### src/rtl/microwave_cook_controller.sv
// Microwave top-level sequencer: mode enables for the keyboard converter,
// BCD MM:SS cook countdown on a 1 s prescaler, door-gated magnetron and
// a timed completion beep.
module microwave_cook_controller #(
  parameter int unsigned TICKS_PER_SEC = 50_000_000,
  parameter int unsigned BEEP_SECS     = 3
) (
  input  logic        clock,
  input  logic        resetn,
  input  logic        start,
  input  logic        cancel,
  input  logic        door_open,
  input  logic        mode_auto,
  input  logic        enter,
  input  logic [15:0] duration_in,
  input  logic        auto_set,
  input  logic [2:0]  auto_mode,
  output logic        check_load,
  output logic        check_duration,
  output logic        select_auto,
  output logic        magnetron_on,
  output logic [15:0] time_left,
  output logic [2:0]  state_out,
  output logic        beep
);

  localparam int PW = (TICKS_PER_SEC > 1) ? $clog2(TICKS_PER_SEC) : 1;
  localparam int BW = (BEEP_SECS > 1) ? $clog2(BEEP_SECS) : 1;
  localparam logic [PW-1:0] PRE_MAX  = PW'(TICKS_PER_SEC - 1);
  localparam logic [BW-1:0] BEEP_MAX = BW'(BEEP_SECS - 1);

  typedef enum logic [2:0] {
    S_IDLE    = 3'd0,
    S_INPUT   = 3'd1,
    S_PROC_IN = 3'd2,
    S_READY   = 3'd3,
    S_COOK    = 3'd4,
    S_PAUSE   = 3'd5,
    S_DONE    = 3'd6
  } state_e;

  state_e        state_q, state_d;
  logic [15:0]   time_q, time_d;
  logic [PW-1:0] presc_q, presc_d;
  logic [BW-1:0] bcnt_q, bcnt_d;
  logic          chk_q, sel_q, mag_q, beep_q;

  logic          tick;
  logic          dur_ok;
  logic [15:0]   time_dec;

  // One-second BCD decrement: S0 borrows from S1, 00 seconds wrap to 59
  // and borrow a minute, M0 borrows from M1.
  function automatic logic [15:0] bcd_dec(input logic [15:0] t);
    logic [3:0] m1, m0, s1, s0;
    {m1, m0, s1, s0} = t;
    if (s0 != 4'd0) begin
      s0 = s0 - 4'd1;
    end else begin
      s0 = 4'd9;
      if (s1 != 4'd0) begin
        s1 = s1 - 4'd1;
      end else begin
        s1 = 4'd5;
        if (m0 != 4'd0) begin
          m0 = m0 - 4'd1;
        end else begin
          m0 = 4'd9;
          m1 = m1 - 4'd1;
        end
      end
    end
    return {m1, m0, s1, s0};
  endfunction

  // Preset cook times for the auto programs.
  function automatic logic [15:0] auto_time(input logic [2:0] code);
    logic [15:0] t;
    case (code)
      3'd0:    t = 16'h0230;
      3'd1:    t = 16'h0500;
      3'd2:    t = 16'h0800;
      3'd3:    t = 16'h0400;
      3'd4:    t = 16'h0130;
      3'd5:    t = 16'h0200;
      3'd6:    t = 16'h1000;
      default: t = 16'h0300;
    endcase
    return t;
  endfunction

  assign tick     = (presc_q == PRE_MAX);
  assign time_dec = bcd_dec(time_q);
  assign dur_ok   = (duration_in[15:12] <= 4'd9) && (duration_in[11:8] <= 4'd9) &&
                    (duration_in[7:4]   <= 4'd5) && (duration_in[3:0]  <= 4'd9) &&
                    (duration_in != 16'h0000);

  // Next-state, countdown and prescaler logic; cancel > door > keys > tick.
  always_comb begin
    state_d = state_q;
    time_d  = time_q;
    presc_d = presc_q;
    bcnt_d  = bcnt_q;
    unique case (state_q)
      S_IDLE: begin
        if (!cancel && start) state_d = mode_auto ? S_PROC_IN : S_INPUT;
      end
      S_INPUT: begin
        if (cancel) state_d = S_IDLE;
        else if (enter && dur_ok) begin
          time_d  = duration_in;
          state_d = S_READY;
        end
      end
      S_PROC_IN: begin
        if (cancel) state_d = S_IDLE;
        else if (auto_set) begin
          time_d  = auto_time(auto_mode);
          state_d = S_READY;
        end
      end
      S_READY: begin
        if (cancel) state_d = S_IDLE;
        else if (start && !door_open) begin
          presc_d = '0;
          state_d = S_COOK;
        end
      end
      S_COOK: begin
        // Pausing freezes the prescaler so the fractional second survives.
        if (cancel || door_open) state_d = S_PAUSE;
        else if (tick) begin
          presc_d = '0;
          time_d  = time_dec;
          if (time_dec == 16'h0000) begin
            bcnt_d  = '0;
            state_d = S_DONE;
          end
        end else begin
          presc_d = presc_q + PW'(1);
        end
      end
      S_PAUSE: begin
        if (cancel) state_d = S_IDLE;
        else if (start && !door_open) state_d = S_COOK;
      end
      S_DONE: begin
        if (cancel || start) state_d = S_IDLE;
        else if (tick) begin
          presc_d = '0;
          if (bcnt_q == BEEP_MAX) state_d = S_IDLE;
          else bcnt_d = bcnt_q + BW'(1);
        end else begin
          presc_d = presc_q + PW'(1);
        end
      end
      default: state_d = S_IDLE;
    endcase
    // IDLE always shows a cleared display and idle counters.
    if (state_d == S_IDLE) begin
      time_d  = '0;
      presc_d = '0;
      bcnt_d  = '0;
    end
  end

  // State, datapath and registered output decode of the next state.
  always_ff @(posedge clock or negedge resetn) begin
    if (!resetn) begin
      state_q <= S_IDLE;
      time_q  <= '0;
      presc_q <= '0;
      bcnt_q  <= '0;
      chk_q   <= 1'b0;
      sel_q   <= 1'b0;
      mag_q   <= 1'b0;
      beep_q  <= 1'b0;
    end else begin
      state_q <= state_d;
      time_q  <= time_d;
      presc_q <= presc_d;
      bcnt_q  <= bcnt_d;
      chk_q   <= (state_d == S_INPUT);
      sel_q   <= (state_d == S_PROC_IN);
      mag_q   <= (state_d == S_COOK);
      beep_q  <= (state_d == S_DONE);
    end
  end

  assign check_load     = chk_q;
  assign check_duration = chk_q;
  assign select_auto    = sel_q;
  assign magnetron_on   = mag_q;
  assign beep           = beep_q;
  assign time_left      = time_q;
  assign state_out      = state_q;

endmodule

### config.mk
export PLATFORM = sky130hd
export DESIGN_NAME = microwave_cook_controller
export DESIGN_NICKNAME = d
export VERILOG_FILES = /design/src/rtl/microwave_cook_controller.sv
export SDC_FILE = /design/constraint.sdc
export NUM_CORES = 1
export LEC_CHECK = 0
export ABC_AREA = 1
export CORE_MARGIN = 5
export CORE_UTILIZATION = 50
export DETAILED_ROUTE_END_ITERATION = 6
export GPL_ROUTABILITY_DRIVEN = 0
export PLACE_DENSITY = 0.71
export REMOVE_ABC_BUFFERS = 1
export SLEW_MARGIN = 20
export SYNTH_ARGS = -nofsm -noshare
export SYNTH_HDL_FRONTEND = slang
export SYNTH_SLANG_ARGS = --single-unit
### constraint.sdc
create_clock -name clock -period 2.36 [get_ports clock]
set_clock_uncertainty 0.05 [all_clocks]
set_input_delay 0.236 -clock clock [delete_from_list [all_inputs] [get_ports clock]]
set_output_delay 0.236 -clock clock [all_outputs]
set_load 0.01 [all_outputs]
==> impl_metrics.toml, run 1 <==
[timing]
min_period_ns = 2.38
setup_violations = 13
slew_headroom_pct = 69.4
finalCritPeriodShare_pct = 101
setup_slack_ns = -0.0241
timing.fmax_ghz = 0.419
worst_pin_slew_ns = 0.456
rsz0062_at_grt = "true"
slew_viol_final = 0
finalHoldViolCount = 0

[floorplanning]
chipHeight_um = 99.6
core_area_um2 = 7770
io_pins = 51
dieArea_um2 = 9930
start_util_pct = 51.7
die_w_um = 99.6
row_count = 32

[finish]
nets = 746
final_area_um2 = 5350
diodes = 0
final_cell_mix = "142 x nand2_1, 75 x inv_1, 68 x nand3_1, 55 x nor2_1, 51 x dfrtp_1"
drive_above_1_share_pct = 19.4
syn_to_final_growth_pct = 33.2
layout_commonest_cell = "nand2_1"

[clock_network]
clkSinkCount = 51
clk-insertion-delay-late_ns = 0.31
cts_buffer_depth = 2
cts_tree = "yes"
cts_buffers = 5
root_buffer = "clkbuf_8"
htreeDepth = 2
cts.clk_slew.worst_paths_ns = 0.10

[critical_path]
cp_cell_sequence = "nor2_1, nand3_1, o21bai_1, nand2_1, nor2_1, nand2_1, nor2_2, nand3_1, nand2_1, nand2_2, nand4_4, buf_12, clkbuf_16, nand3_1, nand2_1"
crit_top_cell = "nand2_1"
critPathCaptureType = "register"
cpMaxStageDelayCell = "dfrtp_1"
cp_max_fo = 9
cp.required_ns = 2.56
r2r_cells = 15
critPathLaunchType = "register"
critPathMaxStageDelay_ns = 0.47
arrival_ns = 2.59
critPathKind = "register to register"

[outcome]
status = "finished, violations left"
failed_checks = "setup timing"

[detailed_routing]
vias = 4558
drc_errors = 0
drt_iter0_drc = 310
final_antenna_net_count = 0
drt-total-wl_um = 12500
vias_per_cell = 5.57
dr.pass1.iters = 5
wl_per_cell_um = 15.3

[global_route]
grt.overflow.total = 0
grt_pass1_wl_um = 18300
grt.total_usage_pct = 22.0
grt_pass1_vias = 3905
antenna_found_initial = 0
grt_max_degree = 70

[synth]
netlist_area_um2 = 4020
synthCells = 628
seq_area_frac_synth_pct = 31.8
yosys_warnings = 0
ys_ff_latch = 51
syn_avg_cell_area_um2 = 6.40
synthDistinctLibCells = 45

[place]
placed_cell_area_um2 = 4760
portBuffers = 50
dp_hpwl_um = 8100
dp_slack_ns = 0.0331

[power_and_ir_drop]
ir_worst_vdd_mv = 0.677
p_total_mw = 6.71
powerDensity_nw_per_um2 = 1250
p_leak_nw = 2.53

[run]
maxCapViolCount = 0

[worst_hold_path]
min_path_type = "primary input to async pin"
final cells by class:
class / count / area (um^2)
Timing Repair Buffer: 101 / 1060
Clock buffer: 6 / 72.6
Clock inverter: 2 / 16.3
Fill cell: 689 / 2420
Inverter: 94 / 358
Sequential cell: 51 / 1280
Multi-Input combinational cell: 463 / 2440
Tap cell: 102 / 128
synthesized netlist by cell type, drive strengths merged:
cell | instances | share of area, %
or2 | 2 | 0.31
o22ai | 3 | 0.47
nand3 | 82 | 10
o211ai | 1 | 0.19
o31ai | 1 | 0.19
dfrtp | 51 | 32
o2111ai | 1 | 0.22
o21ai | 44 | 5.6
clkbuf | 11 | 1.0
xnor2 | 1 | 0.22
clkinv | 1 | 0.093
nand4 | 16 | 2.9
nand2 | 165 | 16
buf | 9 | 1.9
nor2 | 71 | 7.6
o311ai | 1 | 0.22
nor3b | 1 | 0.19
nor4 | 6 | 0.93
ha | 3 | 0.93
o21bai | 1 | 0.19
a211oi | 3 | 0.56
a22oi | 2 | 0.37
o32ai | 2 | 0.44
and3 | 1 | 0.16
xor2 | 6 | 1.3
and2 | 3 | 0.47
a21oi | 9 | 1.2
o2111a | 1 | 0.28
inv | 93 | 8.7
nor3 | 36 | 4.6
a221oi | 1 | 0.22
power breakdown:
part	switching, mW	internal (mW)
logic	2.80	2.18
registers	0.162	1.03
clock network	0.323	0.214
flip-flops by register name, indices dropped and copies added, names as in the netlist:
name            flops
magnetron_on        1
presc_q            26
bcnt_q              2
state_out           3
check_duration      1
beep                1
select_auto         1
time_left          16
cell families after synthesis:
kind of cell	Yosys count	synth area share, %
buf+inv	114	11.7
compound gates	70	10.1
xor+xnor	7	1.53
flops	51	31.8
simple gates	383	43.9
fa+ha+maj	3	0.935
per-stage QoR:
step	setup TNS [ns]	instances	util [%]	hold slack, ns
floorplan	-21.36	608	-	-0.110
global placement	0	789	61.3	0.198
detailed placement	0	789	61.3	0.204
CTS	0	798	62.6	0.406
global route	-3.70	819	68.9	0.422
finish	-0.169	819	68.9	0.384
critical path, delay by kind of cell, from the launching register on:
kind	cells	cell delay [ns]
flops	1	0.47
simple gates	12	1.32
compound gates	1	0.16
buf+inv	2	0.32
layer usage:
layer | track usage [%] | part of all wire (%)
met4 | 4.62 | 1.5
met5 | 0 | 0
met1 | 29.3 | 42
met3 | 3.65 | 7.7
met2 | 37.7 | 49
path summary, 6_finish.rpt:
path	from	endpoint	slack [ns]
setup / recovery	time_left[8]	presc_q[11]	-0.02
max in group asynchronous	resetn	presc_q[12]	1.63
min in group clock	presc_q[25]	presc_q[25]	0.48
hold reg to reg	presc_q[25]	presc_q[25]	0.48
hold / removal	resetn	time_left[13]	0.38
setup reg to reg	time_left[8]	presc_q[11]	-0.02
timing repair:
| item | CTS | global route |
|---|---|---|
| hold buffers | 1 | 0 |
| setup buffers | 0 | 12 |
| endpoints found under the setup margin | 0 | 46 |
| gates resized for setup | 0 | 58 |
| endpoints found under the hold margin | 51 | 0 |
(Power assumes the default switching activity.)
==> run 2: changes to the inputs <==
--- a/config.mk
+++ b/config.mk
@@ -5,12 +5,11 @@
 export SDC_FILE = /design/constraint.sdc
 export NUM_CORES = 1
 export LEC_CHECK = 0
-export ABC_AREA = 1
 export CORE_MARGIN = 5
 export CORE_UTILIZATION = 50
 export DETAILED_ROUTE_END_ITERATION = 6
 export GPL_ROUTABILITY_DRIVEN = 0
-export PLACE_DENSITY = 0.71
+export PLACE_DENSITY = 0.72
 export REMOVE_ABC_BUFFERS = 1
 export SLEW_MARGIN = 20
 export SYNTH_ARGS = -nofsm -noshare
==> run 2 against run 1 <==
  * First-iteration DRC count grew 16%
  * Count of clock-buffer cells in the layout down 1
  * The flow still finishes with violations (setup timing)
  * Sequential share of layout area increased by 1.0 points
  * Via count down 9.6%
  * Setup slack got worse by 0.021 ns
  * Sequential power decreased by 11%
  * Cell area is 4.0% lower
  * Power shrank 36%
  * Critical path type unchanged
  * Largest power group unchanged
  * Combinational power is 47% lower
  * Wire length is 4.8% lower
==> impl_metrics.toml, run 2 <==
[power_and_ir_drop]
ir_worst_vdd_mv = 0.573
powerDensity_nw_per_um2 = 838
p_leak_nw = 2.11

[finish]
stdcell_count = 665
largest_reg_flops = 26
seq_area_um2 = 1280
final_area_um2 = 5130
diodes = 0
num-fill-cells = 542
nets = 598
layout_commonest_cell = "buf_4"
final_cell_mix = "93 x buf_4, 51 x dfrtp_1, 49 x a21oi_1, 49 x clkdlybuf4s50_1, 38 x o21ai_0"
drive_above_1_share_pct = 26.5
top_register = "presc_q"
syn_to_final_growth_pct = 43.0
multi_input_area_um2 = 2230

[floorplanning]
die_w_um = 94.7
start_util_pct = 52.0
io_pins = 51
row_count = 30
chipHeight_um = 94.7
dieArea_um2 = 8970
core_area_um2 = 6910

[timing]
timing.fmax_ghz = 0.416
slew_viol_final = 0
min_period_ns = 2.40
finalCritPeriodShare_pct = 102
setup_violations = 18
worst_pin_slew_ns = 0.660
setup_slack_ns = -0.0448
slew_headroom_pct = 56.0
rsz0062_at_grt = "true"
finalHoldViolCount = 0

[synth]
synth_top_area_cell = "dfrtp_1"
synth_most_common_cell = "a21oi_1"
yosys_warnings = 0
async_flop_share_pct = 100
ys_top_cells_by_count = "52 x a21oi_1, 51 x dfrtp_1, 39 x o21ai_0"
synthCells = 436
synthFlopType = "dfrtp_1"
synth-edff-count = 0
netlist_area_um2 = 3590
synth.area.top_cells = "dfrtp_1 36%, a21oi_1 7.2%, o21ai_0 5.4%, nand2_1 3.8%, nor2_1 3.6%"
yosys.area.top_type_share_pct = 35.6
seq_area_frac_synth_pct = 35.6
synthDistinctLibCells = 65
syn_avg_cell_area_um2 = 8.23
ys_ff_latch = 51

[critical_path]
critPathKind = "register to register"
rr_startpoint = "presc_q[24]"
cp_max_fo = 6
cpMaxStageDelayCell = "dfrtp_1"
critPathLaunchType = "register"
crit_top_cell = "buf_12"
critPathMaxStageDelay_ns = 0.41
cp_cell_sequence = "nor4b_2, nand4_1, buf_4, nor4_4, o21ai_2, nor3b_4, buf_12, buf_12, buf_12, a21oi_1"
r2r-end = "presc_q[24]"
critPathCaptureType = "register"
r2r_cells = 10
cp.required_ns = 2.51
r2r_setup_slack_ns = -0.04
arrival_ns = 2.56

[global_route]
grt.total_usage_pct = 26.1
grt_pass1_vias = 3706
grt_max_degree = 28
grt_pass1_wl_um = 18700
grt.overflow.total = 0
antenna_found_initial = 0

[detailed_routing]
final_antenna_net_count = 0
wl_per_cell_um = 17.9
dr.pass1.iters = 5
drc_errors = 0
vias_per_cell = 6.19
drt_iter0_drc = 360
drt-total-wl_um = 11900
vias = 4119

[clock_network]
clkSinkCount = 51
root_buffer = "clkbuf_8"
htreeDepth = 2
clk-insertion-delay-late_ns = 0.31
cts_tree = "yes"
cts_buffer_depth = 2
cts_buffers = 5
cts.clk_slew.worst_paths_ns = 0.10

[outcome]
status = "finished, violations left"
failed_checks = "setup timing"

[place]
portBuffers = 50
placed_cell_area_um2 = 4780
dp_hpwl_um = 8570
placed_cells_incl_taps = 646

[run]
maxCapViolCount = 0

[worst_hold_path]
min_path_type = "primary input to async pin"
run 2: report_power, final:
group | internal [mW] | switching (mW)
clock network | 0.316 | 0.306
logic | 1.29 | 1.34
registers | 0.969 | 0.0864
run 2: stage by stage:
stage          hold WS, ns  power (mW)  setup TNS, ns  worst slack, ns  util [%]
2_1_floorplan       -0.110        2.15         -21.02           -0.784         -
3_3_place_gp         0.242        3.25          -1.78           -0.155      69.2
3_5_place_dp         0.251        3.30          -3.09           -0.199      69.2
4_1_cts              0.449        3.93              0           0.0109      71.0
5_1_grt              0.492        4.52          -2.08          -0.0982      74.3
6_report             0.438        4.30         -0.359          -0.0448      74.3
run 2: worst max path at each step:
stage	start	endpoint	slack, ns	cells past startpoint
5_1_grt	presc_q[18]	presc_q[23]	-0.1	9
3_3_place_gp	cancel	time_left[3]	-0.16	9
6_report	presc_q[24]	presc_q[24]	-0.04	10
3_5_place_dp	cancel	time_left[5]	-0.20	9
4_1_cts	presc_q[1]	presc_q[23]	0.01	8
2_1_floorplan	presc_q[0]	presc_q[16]	-0.78	7
run 2: metal layers:
| metal | GRT usage [%] | vias to the layer above | wire, um |
|---|---|---|---|
| li1 | - | 1913 | - |
| met1 | 38.9 | 1979 | 5180 |
| met2 | 39.7 | 205 | 5520 |
| met3 | 4.14 | 22 | 1040 |
| met4 | 5.77 | 0 | 176 |
| met5 | 0 | - | 0 |
run 2: logic make-up (layout without fill, tap and decap cells):
family,count (synthesis),after routing,synth area share (%)
simple gates,201,201,33.3
buf+inv,36,169,5.19
compound gates,139,139,23.4
mux,2,2,0.558
fa+ha+maj,3,3,1.05
flops,51,51,35.6
xor+xnor,4,4,0.976
run 2: cell type report:
type	count	share of cell area (%)
timing repair buffer	152	26.4
clock inverter	3	0.853
multi-input combinational	349	43.5
clock buffer	5	1.34
inverter	9	0.658
tap	96	2.34
sequential	51	24.9
run 2: worst max-delay path, delay by kind of cell, from the launching register on:
family	cells	cell delay, ns
compound gates	2	0.18
simple gates	4	1.05
buf+inv	4	0.61
flops	1	0.41
run 2: what timing repair did:
action / CTS / global route
setup endpoints to repair: 5 / 46
hold buffers: 1 / 0
endpoints found under the hold margin: 24 / 0
resized for setup: 1 / 24
cloned: 0 / 2
pin swaps: 1 / 10
buffers inserted: 0 / 8
